==> src/rtl/seg7_scan.sv <==
// Four-digit multiplexed seven-segment scanner. Inputs are captured once per
// frame into shadow registers so a whole scan always shows one coherent value.
module seg7_scan #(
  parameter int SEG_ACTIVE_LOW = 1,
  parameter int AN_ACTIVE_LOW  = 1
) (
  input  logic        clkin,
  input  logic        clr,
  input  logic        clk_1kHz,
  input  logic        clk_1Hz,
  input  logic [15:0] value,
  input  logic [3:0]  dp,
  input  logic        blank_lz,
  input  logic [3:0]  blink,
  output logic [3:0]  an,
  output logic [6:0]  seg,
  output logic        dp_n,
  output logic        frame
);

  localparam logic [3:0] AN_OFF  = (AN_ACTIVE_LOW != 0) ? 4'hF : 4'h0;
  localparam logic [6:0] SEG_OFF = (SEG_ACTIVE_LOW != 0) ? 7'h7F : 7'h00;
  localparam logic       DP_OFF  = (SEG_ACTIVE_LOW != 0);

  logic        prev_1k;
  logic        tick;
  logic        snap;
  logic [1:0]  idx;
  logic [1:0]  idx_next;

  logic [15:0] sh_value;
  logic [3:0]  sh_dp;
  logic        sh_blank_lz;
  logic [3:0]  sh_blink;

  logic [15:0] value_nx;
  logic [3:0]  dp_nx;
  logic        blank_lz_nx;
  logic [3:0]  blink_nx;

  logic [3:0]  nib_zero;
  logic [3:0]  lz_mask;
  logic [3:0]  nib;
  logic        lz_off;
  logic        blink_off;
  logic        visible;
  logic [6:0]  seg_lit;
  logic [3:0]  an_lit;
  logic        dp_lit;
  logic [3:0]  an_d;
  logic [6:0]  seg_d;
  logic        dp_d;

  // Active-low hex font, bit order {g,f,e,d,c,b,a}.
  function automatic logic [6:0] font_low(input logic [3:0] n);
    logic [6:0] code;
    case (n)
      4'h0: code = 7'h40;
      4'h1: code = 7'h79;
      4'h2: code = 7'h24;
      4'h3: code = 7'h30;
      4'h4: code = 7'h19;
      4'h5: code = 7'h12;
      4'h6: code = 7'h02;
      4'h7: code = 7'h78;
      4'h8: code = 7'h00;
      4'h9: code = 7'h10;
      4'hA: code = 7'h08;
      4'hB: code = 7'h03;
      4'hC: code = 7'h46;
      4'hD: code = 7'h21;
      4'hE: code = 7'h06;
      default: code = 7'h0E;
    endcase
    return code;
  endfunction

  always_comb begin
    tick     = clk_1kHz & ~prev_1k;
    snap     = tick & (idx == 2'd3);
    idx_next = idx + 2'd1;
  end

  // On the snapshot edge the display must already reflect the new inputs,
  // so the decode path looks through the shadow registers to their next value.
  always_comb begin
    value_nx    = snap ? value    : sh_value;
    dp_nx       = snap ? dp       : sh_dp;
    blank_lz_nx = snap ? blank_lz : sh_blank_lz;
    blink_nx    = snap ? blink    : sh_blink;
  end

  always_comb begin
    nib_zero[0] = (value_nx[3:0]   == 4'h0);
    nib_zero[1] = (value_nx[7:4]   == 4'h0);
    nib_zero[2] = (value_nx[11:8]  == 4'h0);
    nib_zero[3] = (value_nx[15:12] == 4'h0);
    lz_mask[0]  = 1'b0;
    lz_mask[1]  = nib_zero[3] & nib_zero[2] & nib_zero[1];
    lz_mask[2]  = nib_zero[3] & nib_zero[2];
    lz_mask[3]  = nib_zero[3];
  end

  always_comb begin
    nib       = value_nx[{idx_next, 2'b00} +: 4];
    lz_off    = blank_lz_nx & lz_mask[idx_next];
    blink_off = blink_nx[idx_next] & ~clk_1Hz;
    visible   = ~(lz_off | blink_off);
    seg_lit   = visible ? ~font_low(nib) : 7'h00;
    an_lit    = visible ? (4'b0001 << idx_next) : 4'h0;
    dp_lit    = visible & dp_nx[idx_next];
    an_d      = (AN_ACTIVE_LOW != 0)  ? ~an_lit  : an_lit;
    seg_d     = (SEG_ACTIVE_LOW != 0) ? ~seg_lit : seg_lit;
    dp_d      = (SEG_ACTIVE_LOW != 0) ? ~dp_lit  : dp_lit;
  end

  always_ff @(posedge clkin or posedge clr) begin
    if (clr) begin
      prev_1k <= 1'b0;
      idx     <= 2'd0;
      frame   <= 1'b0;
    end else begin
      prev_1k <= clk_1kHz;
      frame   <= snap;
      if (tick) idx <= idx_next;
    end
  end

  always_ff @(posedge clkin or posedge clr) begin
    if (clr) begin
      sh_value    <= 16'h0000;
      sh_dp       <= 4'h0;
      sh_blank_lz <= 1'b0;
      sh_blink    <= 4'h0;
    end else if (snap) begin
      sh_value    <= value;
      sh_dp       <= dp;
      sh_blank_lz <= blank_lz;
      sh_blink    <= blink;
    end
  end

  always_ff @(posedge clkin or posedge clr) begin
    if (clr) begin
      an   <= AN_OFF;
      seg  <= SEG_OFF;
      dp_n <= DP_OFF;
    end else if (tick) begin
      an   <= an_d;
      seg  <= seg_d;
      dp_n <= dp_d;
    end
  end

endmodule

==> config.mk <==
export PLATFORM = sky130hd
export DESIGN_NAME = seg7_scan
export DESIGN_NICKNAME = d
export VERILOG_FILES = /design/src/rtl/seg7_scan.sv
export SDC_FILE = /design/constraint.sdc
export NUM_CORES = 1
export LEC_CHECK = 0
export CAP_MARGIN = 20
export CORE_MARGIN = 4
export CORE_UTILIZATION = 49
export CTS_BUF_LIST = sky130_fd_sc_hd__clkbuf_2 sky130_fd_sc_hd__clkbuf_4 sky130_fd_sc_hd__clkbuf_8
export DETAILED_ROUTE_END_ITERATION = 7
export GPL_TIMING_DRIVEN = 1
export PLACE_DENSITY = 0.75
export RECOVER_POWER = 100
export SLEW_MARGIN = 40
export SYNTH_ARGS = -nofsm -noshare
export SYNTH_HDL_FRONTEND = slang
export SYNTH_SLANG_ARGS = --single-unit
==> constraint.sdc <==
create_clock -name clkin -period 3 [get_ports clkin]
set_clock_uncertainty 0.2 [all_clocks]
set_input_delay 0.45 -clock clkin [delete_from_list [all_inputs] [get_ports clkin]]
set_output_delay 0.45 -clock clkin [all_outputs]
set_load 0.05 [all_outputs]
==> qor.yml <==
dp_slack_ps: -18.7
yosysWarnings: 0
cts_root_buf: "clkbuf_8"
fin_ws_ps: 263
worstSetupStartpointType: "input port"
wl_met1_microns: 2130
grt_usage_pct: 17.4
yosys.cell_types.count: 39
dieArea_sq_um: 5910
nNetsFinal: 306
hold_violations: 0
via_per_inst: 5.54
drive_above_1_share_pct: 18.7
routed_wl_microns: 4810
fmaxAchievable_mhz: 365
yosys_register_bits: 41
wl_per_cell_microns: 15.0
grt_pass1_wl_microns: 8350
cp_max_fo: 11
globalplace.congestion: 0.822
slew_violations: 0
grt_max_degree: 42
cts_setup_buffers: 0
drt_iter0_markers: 69
rsz0062_at_grt: "no"
place_area_sq_um: 2810
hpwl_microns: 3610
dr.pass1.iters: 4
syn2layout_area_growth_pct: 23.7
p_leak_nw: 1.30
finalPower_w: 0.00349
start_util_pct: 51.9
required_ps: 3020
postSynthAreaPerCell_sq_um: 10.6
die_height_microns: 76.9
status: "completed"
wl_met2_microns: 2340
synth_nets: 259
htreeDepth: 2
clk_pin_slew_ps: 80
vias: 1774
p_per_area_nw_per_um2: 1210
clock_latency_ps: 290
period_minus_slack_ps: 2740
clock_sinks: 41
setup-violations-final: 0
rows: 24
cts_hold_buf: 0
syn_inst: 220
io_buffers: 41
cp-end-kind: "flop"
wl_met3_microns: 270
worst_pin_slew_ps: 988
n_antenna_cell: 0
drt.antenna.violating_nets: 0
cts_tree: "built"
drc: 0
top_layer_used: "met4"
syn_area_sq_um: 2320
io_pins: 42
cp.arrival_ps: 2760
stdcell_area_sq_um: 2870
maxSlewHeadroom_pct: 34.2
finalCritPeriodShare_pct: 91.2
clockBufferDepth: 2
cts_resized: 0
grt_pass1_vias: 1774
final_util_pct: 64.2
grt_overflow: 0
maxCapViolations: 0
die_w_microns: 76.9
crit_type: "input port to flop"
antenna_found_initial: 0
seq_area_frac_synth_pct: 44.8
design.core.area_sq_um: 4470
cts_buffers: 5
ir_drop_mv: 0.495
hold_path.class: "flop to flop"
worst paths after layout:
kind / start / endpoint / slack (ps) / cells past startpoint
worst max-delay path: clk_1kHz / seg[3] / 260 / 10
worst min register to register: sh_value[2] / sh_value[2] / 290 / 2
min in group asynchronous: clr / sh_dp[1] / 700 / 3
worst min-delay path: sh_value[2] / sh_value[2] / 290 / 2
max in group asynchronous: clr / sh_value[8] / 1280 / 3
worst max register to register: idx[0] / seg[3] / 290 / 10
through the flow:
| step | instances | hold WS (ps) | TNS [ps] |
|---|---|---|---|
| 2_1_floorplan | 220 | 238 | 0 |
| 3_5_place_dp | 312 | 264 | -18.7 |
| 5_1_grt | 320 | 310 | 0 |
| 4_1_cts | 320 | 289 | 0 |
| 6_report | 320 | 287 | 0 |
| 3_3_place_gp | 312 | 254 | 0 |
critical path, stage by stage:
cell and delay, ps:
clkdlybuf4s50_1 480, nand3b_4 190, buf_4 210, mux4_2 590, inv_1 160, ha_1 180, inv_1 70, o21ai_0 160
o22ai_1 90, a21oi_1 170
layout by cell type, fill, tap and decap left out, drive strengths merged, types with 2 or more instances in the layout:
cell / count
o21ai: 7
dlygate4sd3: 14
nor2: 13
a31oi: 5
nor3b: 2
o41ai: 2
nor4: 4
nand2: 53
and2: 2
nor2b: 2
nand3b: 2
a21oi: 7
mux4: 7
dfrtp: 29
clkinv: 2
o22ai: 2
buf: 5
dfstp: 12
clkdlybuf4s50: 27
mux2i: 12
ha: 10
clkbuf: 11
mux2: 16
o2111ai: 2
inv: 10
logic make-up (layout without fill, tap and decap cells):
group	after synthesis	after routing	share of synthesized area, %
xor+xnor	2	2	0.754
simple gates	81	81	15.5
buf+inv	22	70	4.63
fa+ha+maj	10	10	5.39
mux	35	35	20.6
compound gates	29	29	8.35
flops	41	41	44.8
where the power goes:
| group | internal, W | leakage, nW | switching [W] |
|---|---|---|---|
| registers | 0.000870 | 0.485 | 0.000147 |
| clock network | 0.000161 | 0.0439 | 0.000196 |
| logic | 0.000891 | 0.771 | 0.00123 |
state kept, by name, summed over array words and instances, names as in the netlist:
name	cells
an	4
dp_n	1
frame	1
idx	2
prev_1k	1
seg	7
sh_blank_lz	1
sh_blink	4
sh_dp	4
sh_value	16
layer usage:
metal	up-vias	global-route usage [%]
met5	-	0
li1	862	-
met3	12	3.98
met1	841	22.3
met2	59	29.9
met4	0	4.17
final cells by class:
cell class / instances / area (sq um)
Fill cell: 399 / 1600
Multi-Input combinational cell: 157 / 1170
Sequential cell: 41 / 1040
Timing Repair Buffer: 52 / 472
Clock buffer: 5 / 68.8
Tap cell: 52 / 65.1
Inverter: 10 / 40.0
Clock inverter: 3 / 17.5
Yosys cell counts, drive strengths merged:
cell type  count  share of area [%]
nor2b          2               0.54
ha            10                5.4
dfrtp         29                 31
o2111ai        2               0.75
nor2          13                2.2
and3           1               0.27
nor4           4                1.1
a211oi         1               0.54
and2           2               0.54
a31o           1               0.38
o41ai          2               0.75
clkbuf         4               0.65
o22ai          2               0.54
nand2b         1               0.27
dfstp         12                 14
nor3           1               0.22
nand3b         2                1.2
buf            8                2.3
a21oi          7                1.5
xor2           1               0.38
inv           10                1.7
o21ai          7                1.5
a32oi          1               0.38
xnor2          1               0.38
mux2i         12                5.7
nor3b          2               0.65
mux4           7                7.1
nand2         53                8.6
mux2          16                7.8
a221oi         1               0.65
a31oi          5                1.3
(Power assumes the default switching activity.)
